--- src/rtl/ov5640_dvp_pattern_tx.sv ---
// rtl/ov5640_dvp_pattern_tx.sv - OV5640-style RGB565 DVP transmitter with built-in test patterns.
// Optional: define DVP_TX_FRAME_TAG_EN to replace pixel (0,0) of each frame with frame_cnt.
module ov5640_dvp_pattern_tx #(
  parameter int          H_ACTIVE  = 640,
  parameter int          V_ACTIVE  = 480,
  parameter int          H_BLANK   = 64,
  parameter int          VSYNC_W   = 16,
  parameter int          V_BACK    = 32,
  parameter int          V_FRONT   = 32,
  parameter logic [15:0] SOLID_RGB = 16'hF800
) (
  input  logic        cam_pclk,
  input  logic        rst_n,
  input  logic        enable,
  input  logic [1:0]  pattern_sel,
  output logic        cam_vsync,
  output logic        cam_href,
  output logic [7:0]  cam_data,
  output logic        frame_start,
  output logic [15:0] frame_cnt,
  output logic        busy
);

  localparam logic [2:0] S_IDLE   = 3'd0;
  localparam logic [2:0] S_VSYNC  = 3'd1;
  localparam logic [2:0] S_VBACK  = 3'd2;
  localparam logic [2:0] S_ACTIVE = 3'd3;
  localparam logic [2:0] S_HBLANK = 3'd4;
  localparam logic [2:0] S_VFRONT = 3'd5;

  localparam logic [15:0] VS_LAST  = 16'(VSYNC_W - 1);
  localparam logic [15:0] VB_LAST  = 16'(V_BACK - 1);
  localparam logic [15:0] ACT_LAST = 16'(2 * H_ACTIVE - 1);
  localparam logic [15:0] HB_LAST  = 16'(H_BLANK - 1);
  localparam logic [15:0] VF_LAST  = 16'(V_FRONT - 1);
  localparam logic [11:0] Y_LAST   = 12'(V_ACTIVE - 1);
  localparam logic [11:0] BAR_W    = 12'(H_ACTIVE / 8);

  logic [2:0]  state, state_n;
  logic [15:0] cnt, cnt_n;
  logic [11:0] x, x_n, y, y_n;
  logic        ph, ph_n;
  logic [1:0]  pat, pat_n;
  logic [15:0] fcnt_n;
  logic        start_n;
  logic        armed;
  logic        go;
  logic [11:0] bar_idx;
  logic [15:0] pix;

  // A new frame begins from IDLE (once a cycle has passed since reset) or back-to-back after VFRONT.
  always_comb begin
    state_n = state;
    cnt_n   = cnt;
    x_n     = x;
    y_n     = y;
    ph_n    = ph;
    pat_n   = pat;
    fcnt_n  = frame_cnt;
    start_n = 1'b0;
    go      = 1'b0;
    case (state)
      S_IDLE: go = enable && armed;
      S_VSYNC: begin
        if (cnt == VS_LAST) begin
          state_n = S_VBACK;
          cnt_n   = 16'd0;
        end else begin
          cnt_n = cnt + 16'd1;
        end
      end
      S_VBACK: begin
        if (cnt == VB_LAST) begin
          state_n = S_ACTIVE;
          cnt_n   = 16'd0;
          x_n     = 12'd0;
          y_n     = 12'd0;
          ph_n    = 1'b0;
        end else begin
          cnt_n = cnt + 16'd1;
        end
      end
      S_ACTIVE: begin
        if (cnt == ACT_LAST) begin
          state_n = S_HBLANK;
          cnt_n   = 16'd0;
        end else begin
          cnt_n = cnt + 16'd1;
          ph_n  = ~ph;
          if (ph) x_n = x + 12'd1;
        end
      end
      S_HBLANK: begin
        if (cnt == HB_LAST) begin
          cnt_n = 16'd0;
          if (y < Y_LAST) begin
            state_n = S_ACTIVE;
            y_n     = y + 12'd1;
            x_n     = 12'd0;
            ph_n    = 1'b0;
          end else begin
            state_n = S_VFRONT;
          end
        end else begin
          cnt_n = cnt + 16'd1;
        end
      end
      S_VFRONT: begin
        if (cnt == VF_LAST) begin
          cnt_n = 16'd0;
          if (enable) go = 1'b1;
          else        state_n = S_IDLE;
        end else begin
          cnt_n = cnt + 16'd1;
        end
      end
      default: state_n = S_IDLE;
    endcase
    if (go) begin
      state_n = S_VSYNC;
      cnt_n   = 16'd0;
      pat_n   = pattern_sel;
      start_n = 1'b1;
      fcnt_n  = frame_cnt + 16'd1;
    end
  end

  // Pixel for the byte about to be presented, so cam_data can be registered alongside href.
  always_comb begin
    bar_idx = x_n / BAR_W;
    pix     = 16'h0000;
    case (pat_n)
      2'd0: pix = SOLID_RGB;
      2'd1: begin
        case (bar_idx)
          12'd0:   pix = 16'hFFFF;
          12'd1:   pix = 16'hFFE0;
          12'd2:   pix = 16'h07FF;
          12'd3:   pix = 16'h07E0;
          12'd4:   pix = 16'hF81F;
          12'd5:   pix = 16'hF800;
          12'd6:   pix = 16'h001F;
          default: pix = 16'h0000;
        endcase
      end
      2'd2:    pix = {4'd0, x_n} + {4'd0, y_n};
      default: pix = (x_n[4] ^ y_n[4]) ? 16'hFFFF : 16'h0000;
    endcase
`ifdef DVP_TX_FRAME_TAG_EN
    if (x_n == 12'd0 && y_n == 12'd0) pix = fcnt_n;
`endif
  end

  always_ff @(posedge cam_pclk or negedge rst_n) begin
    if (!rst_n) begin
      state       <= S_IDLE;
      cnt         <= 16'd0;
      x           <= 12'd0;
      y           <= 12'd0;
      ph          <= 1'b0;
      pat         <= 2'd0;
      armed       <= 1'b0;
      cam_vsync   <= 1'b0;
      cam_href    <= 1'b0;
      cam_data    <= 8'd0;
      frame_start <= 1'b0;
      frame_cnt   <= 16'd0;
      busy        <= 1'b0;
    end else begin
      state       <= state_n;
      cnt         <= cnt_n;
      x           <= x_n;
      y           <= y_n;
      ph          <= ph_n;
      pat         <= pat_n;
      armed       <= 1'b1;
      cam_vsync   <= (state_n == S_VSYNC);
      cam_href    <= (state_n == S_ACTIVE);
      cam_data    <= (state_n == S_ACTIVE) ? (ph_n ? pix[7:0] : pix[15:8]) : 8'd0;
      frame_start <= start_n;
      frame_cnt   <= fcnt_n;
      busy        <= (state_n != S_IDLE);
    end
  end

endmodule

--- config.mk ---
export PLATFORM = sky130hd
export DESIGN_NAME = ov5640_dvp_pattern_tx
export DESIGN_NICKNAME = d
export VERILOG_FILES = /design/src/rtl/ov5640_dvp_pattern_tx.sv
export SDC_FILE = /design/constraint.sdc
export NUM_CORES = 1
export LEC_CHECK = 0
export CAP_MARGIN = 20
export CORE_MARGIN = 2
export CORE_UTILIZATION = 45
export DETAILED_ROUTE_END_ITERATION = 7
export PLACE_DENSITY_LB_ADDON = 0.1
export SLEW_MARGIN = 20
export SYNTH_ARGS = -nofsm -noshare
export SYNTH_HDL_FRONTEND = slang
export SYNTH_SLANG_ARGS = --single-unit
export TNS_END_PERCENT = 100
--- constraint.sdc ---
create_clock -name cam_pclk -period 12.76 [get_ports cam_pclk]
set_input_delay 1.914 -clock cam_pclk [delete_from_list [all_inputs] [get_ports cam_pclk]]
set_output_delay 1.914 -clock cam_pclk [all_outputs]
set_load 0.005 [all_outputs]
==> results of run 1 <==
registers in the layout, summed over array words and instances, names as in the netlist, 2 cells and up:
signal / count
state: 3
cnt: 16
cam_data: 8
pat: 2
y: 12
x: 12
frame_cnt: 16
where the power goes:
group / internal, mW / switching [mW]
registers: 0.276 / 0.0391
logic: 0.110 / 0.153
clock network: 0.111 / 0.0937
total: 0.496 / 0.286
cell usage after synthesis, types with 3 or more instances:
cell	instances
inv_1	18
nor2b_1	9
nand3_1	18
nor2_1	40
clkbuf_1	4
mux2i_1	7
or3_1	5
a21oi_1	27
xnor2_1	16
o21ai_0	50
and3_1	16
o41ai_1	3
nand4_1	12
nand2b_1	5
o31ai_1	5
a31oi_1	11
nand2_1	76
and2_1	5
dfrtp_1	75
a41oi_1	3
o21ai_1	9
and4_1	4
nor4_4	3
buf_4	5
or2_2	4
a21oi_2	3
nor3b_1	5
nor4_1	4
nor3_1	17
o22ai_1	3
a21o_1	5
ha_1	16
mux2_2	4
inv_2	5
xor2_1	10
metrics by stage:
stage	area, um2	hold WS [ns]	power [mW]
3_5_place_dp	5350	0.463	0.583
4_1_cts	5570	0.477	0.791
3_3_place_gp	5350	0.457	0.577
6_report	5570	0.476	0.783
2_1_floorplan	4930	0.465	0.492
5_1_grt	5570	0.516	0.836
per-layer routing:
layer	GRT usage (%)	routed length (um)	vias up
li1	-	-	2103
met1	29.4	5650	2043
met2	34.1	5550	74
met3	3.59	361	21
met4	9.89	238	0
met5	0	0	-
worst max-delay path, stage by stage, from the launching register on:
cell,delay [ns]
dfrtp_1,0.42
ha_1,0.29
nor4b_2,0.20
and4_1,0.24
or2_1,0.23
a21oi_2,0.70
a21o_1,0.24
nand2_1,0.08
o31ai_1,0.09
ha_1,0.23
inv_1,0.05
fa_1,0.40
nor2b_1,0.12
o21ai_0,0.10
a21boi_0,0.27
o21ai_0,0.12
nand2b_1,0.12
a21o_1,0.12
a21o_1,0.14
nand3_1,0.08
nand2_1,0.09
xor2_1,0.07
a2111oi_1,0.41
a211oi_1,0.09
area by class of cell:
class	count	area [um2]
inverters	23	86.3
clock buffers	11	131
fillers	1011	5180
multi-input cells	444	2890
clock inverters	5	85.1
flip-flops and latches	75	1880
repair buffers	33	325
well taps	140	175
worst paths after layout:
check | from | to | slack [ns] | depth (start not counted)
hold reg to reg | frame_cnt[15] | frame_cnt[15] | 0.48 | 1
setup reg to reg | cnt[0] | cam_data[2] | 7.72 | 23
min in group asynchronous | rst_n | cnt[13] | 1.68 | 1
max in group asynchronous | rst_n | x[11] | 10.45 | 1
hold / removal | frame_cnt[15] | frame_cnt[15] | 0.48 | 1
setup / recovery | cnt[0] | cam_data[2] | 7.72 | 23
cell families after synthesis:
family          Yosys count
compound gates          152
xor+xnor                 26
fa+ha+maj                19
buf+inv                  37
flops                    75
mux                      11
other cells               1
simple gates            235
==> metrics, run 1 <==
min Tclk post-route 5.04 ns; commonest non-fill, non-tap cell in the layout nand2_1; share of synthesized flip-flops with an asynchronous set or reset 100%; DR WL/cell 16.1 um; Fin Setup TNS 0 ns; Startpoint Class register; die area 0.0118 mm2; largest net degree at the start of global routing 76; Post-Synth XOR/XNOR Area 4.62%; # IOs 33; maximum clock frequency 0.198 GHz; Final Non-Filler Cells 731; pre-CTS WS 7.76 ns; post-synthesis simple-gate area fraction 24.9%; IO Port Bufs 32; fin util 51.8%; CTS Buffer Depth 2; vias in the first global route 4126; Post-synth EDFFs 0; clk_skew 0.0147 ns; clk sinks 75; post-cts gate resize count 0; Cells after Synth 556; clock-pin transition on the worst setup and hold timing paths 0.09 ns; Diodes inserted 0; initial antenna violation count 0; first-pass GRT wire length 20000 um; post-synthesis adder-cell area fraction 4.90%; post-synthesis mux area share 2.33%; Routed WL 11800 um; TritonCTS Buffers 9; # rows 38; 1st-pass router iterations 4; DRC Markers 0; Final period util 39.5%; syn_area_per_cell 8.87 um2; required time worst endpoint 12.99 ns; number of synthesized register bits 75; Final Max Slew Viols 0; hold violation total from the final report 0; Mapped Area 0.00493 mm2; final net count 608; Yosys top cell area share 38.1%; vias per cell 5.80; DIE WIDTH 109 um; sequential area share after synthesis 38.1%; Post-Syn Nets 578; Unique masters post-synth 78; Worst setup EP type register; worst setup slack after layout 7.72 ns; Worst Path Arrival 5.27 ns; MaxCap Viol Count 0; detailed-route via count 4241; Worst Path Max Fanout 11; Placer Congestion 0.886; Final ANT Viol Nets 0; die height 109 um; Pleak 2.41 nW; Cells after DPL 715; layout cell share with drive strength beyond 1 9.14%; gr usage total 21.7%; Synth Flop Type dfrtp_1; Max IR drop VDD 0.0000993 V; Clk Latency, worst-skew pair 0.37 ns; outcome finished, final reports clean; Initial DRC Count 282; actual slew at the worst max-slew pin 0.949 ns; Power Density 141 mW/mm2; total gr overflow 0; leading cell types by total area after synthesis dfrtp_1 38%, nand2_1 5.8%, o21ai_0 5.1%; Synth Warn # 0; post-synth top area cell dfrtp_1; placed wire-length estimate 8640 um; P&R area growth vs syn 12.9%; combinational family with the most area after synthesis simple AND/OR/NAND/NOR gates; Hold Crit Class register to register; postcts setup bufs 0; root buffer cell clkbuf_8; Core ar. 0.0107 mm2; compound-gate portion of the synthesized area 21.6%; Max H-tree Level 3; critical path type register to register; CTS tree done; Final setup viols 0; initial cell density of the core 45.9%; Worst slew margin 36.7%; unrepaired setup endpoints after global routing no; most frequent cells in the layout 76 x nand2_1, 75 x dfrtp_1, 50 x o21ai_0, 40 x nor2_1, 31 x clkdlybuf4s50_1; # hold bufs at CTS 0
No activity file was read; power rests on OpenSTA's default activity.
==> inputs of run 2 (changes only) <==
==> constraint.sdc (replaced) <==
create_clock -name cam_pclk -period 5.3 [get_ports cam_pclk]
set_input_delay 0.795 -clock cam_pclk [delete_from_list [all_inputs] [get_ports cam_pclk]]
set_output_delay 0.795 -clock cam_pclk [all_outputs]
set_load 0.005 [all_outputs]
==> metrics, run 2 (same netlist as run 1, synthesis figures left out) <==
outcome finished, final reports clean; Clk Latency, worst-skew pair 0.36 ns; Fin Setup TNS 0 ns; unrepaired setup endpoints after global routing no; Worst Path Max Fanout 11; CTS Buffer Depth 2; CTS tree done; die height 109 um; Worst Path Arrival 5.04 ns; TritonCTS Buffers 9; Power Density 341 mW/mm2; Worst slew margin 36.5%; gr usage total 21.5%; first-pass GRT wire length 20100 um; root buffer cell clkbuf_8; placed wire-length estimate 8650 um; post-route cell area 0.00562 mm2; Initial DRC Count 417; total gr overflow 0; Final ANT Viol Nets 0; clk_skew 0.0197 ns; Post-DP Area 0.00537 mm2; Final period util 90.3%; Startpoint Class register; layer with the highest usage met2; Worst setup EP type register; Core ar. 0.0107 mm2; Pleak 2.44 nW; hold depth 1; clk sinks 75; Placer Congestion 0.874; final net count 610; # hold bufs at CTS 0; clock-pin transition on the worst setup and hold timing paths 0.09 ns; die area 0.0118 mm2; met3 usage 3.23%; Routed WL 11800 um; GRT met2 Usage 35.2%; initial cell density of the core 45.9%; Hold Crit Class register to register; min Tclk post-route 4.78 ns; detailed-route via count 4332; vias per cell 5.91; Worst Reg2Reg Path Length in Cells 22; Largest regs cnt x16, frame_cnt x16; Diodes inserted 0; DIE WIDTH 109 um; DR WL/cell 16.2 um; most frequent cells in the layout 76 x nand2_1, 75 x dfrtp_1, 50 x o21ai_0, 40 x nor2_1, 31 x clkdlybuf4s50_1; GR met1 Demand/Resource 28.8%; Final setup viols 0; largest net degree at the start of global routing 76; Final Max Slew Viols 0; actual slew at the worst max-slew pin 0.953 ns; maximum clock frequency 0.209 GHz; critical path type register to register; layout cell share with drive strength beyond 1 9.95%; Max IR drop VDD 0.000208 V; DRC Markers 0; Power, Total 1.92 mW; hold violation total from the final report 0; initial antenna violation count 0; IO Port Bufs 32; vias in the first global route 4153; required time worst endpoint 5.56 ns; MaxCap Viol Count 0; P&R area growth vs syn 14.0%; commonest non-fill, non-tap cell in the layout nand2_1; # rows 38; Max H-tree Level 3; # IOs 33; 1st-pass router iterations 6
-- run 2: critical path: stages (launching register included) --
cell and delay [ns]:
dfrtp_1 0.41, ha_1 0.28, nor4b_4 0.28, nand4_2 0.20, nor4_4 0.41, a21oi_4 0.17, a21o_1 0.26, a32oi_2 0.24
inv_1 0.09, ha_1 0.29, a21o_1 0.18, a21oi_1 0.22, o21ai_0 0.11, a21oi_1 0.23, o21bai_1 0.09, a21oi_1 0.25
nor2b_1 0.08, o21a_1 0.19, nor4_1 0.18, nor3_1 0.10, xor2_1 0.14, nor2_1 0.07, a2111oi_2 0.20
-- run 2: layer usage --
metal	up-vias	part of all wire, %
met5	-	0
li1	2104	-
met2	115	47
met4	0	1.6
met1	2096	47
met3	17	4.3
-- run 2: what timing repair did --
action                                  CTS  global route
endpoints found under the hold margin     0             0
setup buffers                             0             0
endpoints found under the setup margin    0             4
resized for setup                         0             3
-- run 2: worst paths after layout --
path,start,slack (ns),endpoint
worst min-delay path,frame_cnt[15],0.47,frame_cnt[15]
worst max register to register,cnt[0],0.52,cam_data[3]
min in group asynchronous,rst_n,0.55,cnt[9]
worst max-delay path,cnt[0],0.52,cam_data[3]
worst min register to register,frame_cnt[15],0.47,frame_cnt[15]
max in group asynchronous,rst_n,4.09,x[10]
-- run 2: stage by stage --
stage / utilization, % / cells / hold WS (ns) / setup slack (ns)
floorplan: - / 556 / 0.465 / 0.953
global placement: 49.9 / 717 / 0.458 / 0.459
global route: 52.3 / 733 / 0.509 / 0.0459
CTS: 52.1 / 733 / 0.476 / 0.328
detailed placement: 49.9 / 717 / 0.460 / 0.351
finish: 52.3 / 733 / 0.474 / 0.516
-- run 2: power breakdown --
group	switching (mW)	internal (mW)
Sequential	0.0940	0.663
Clock	0.234	0.282
Combinational	0.375	0.271
Total	0.703	1.22
-- run 2: cell type report --
class                      count  area (um2)
fill                        1023        5120
multi-input combinational    444        2910
sequential                    75        1880
timing repair buffer          35         340
tap                          140         175
clock buffer                  10         138
clock inverter                 6        93.8
inverter                      23        86.3
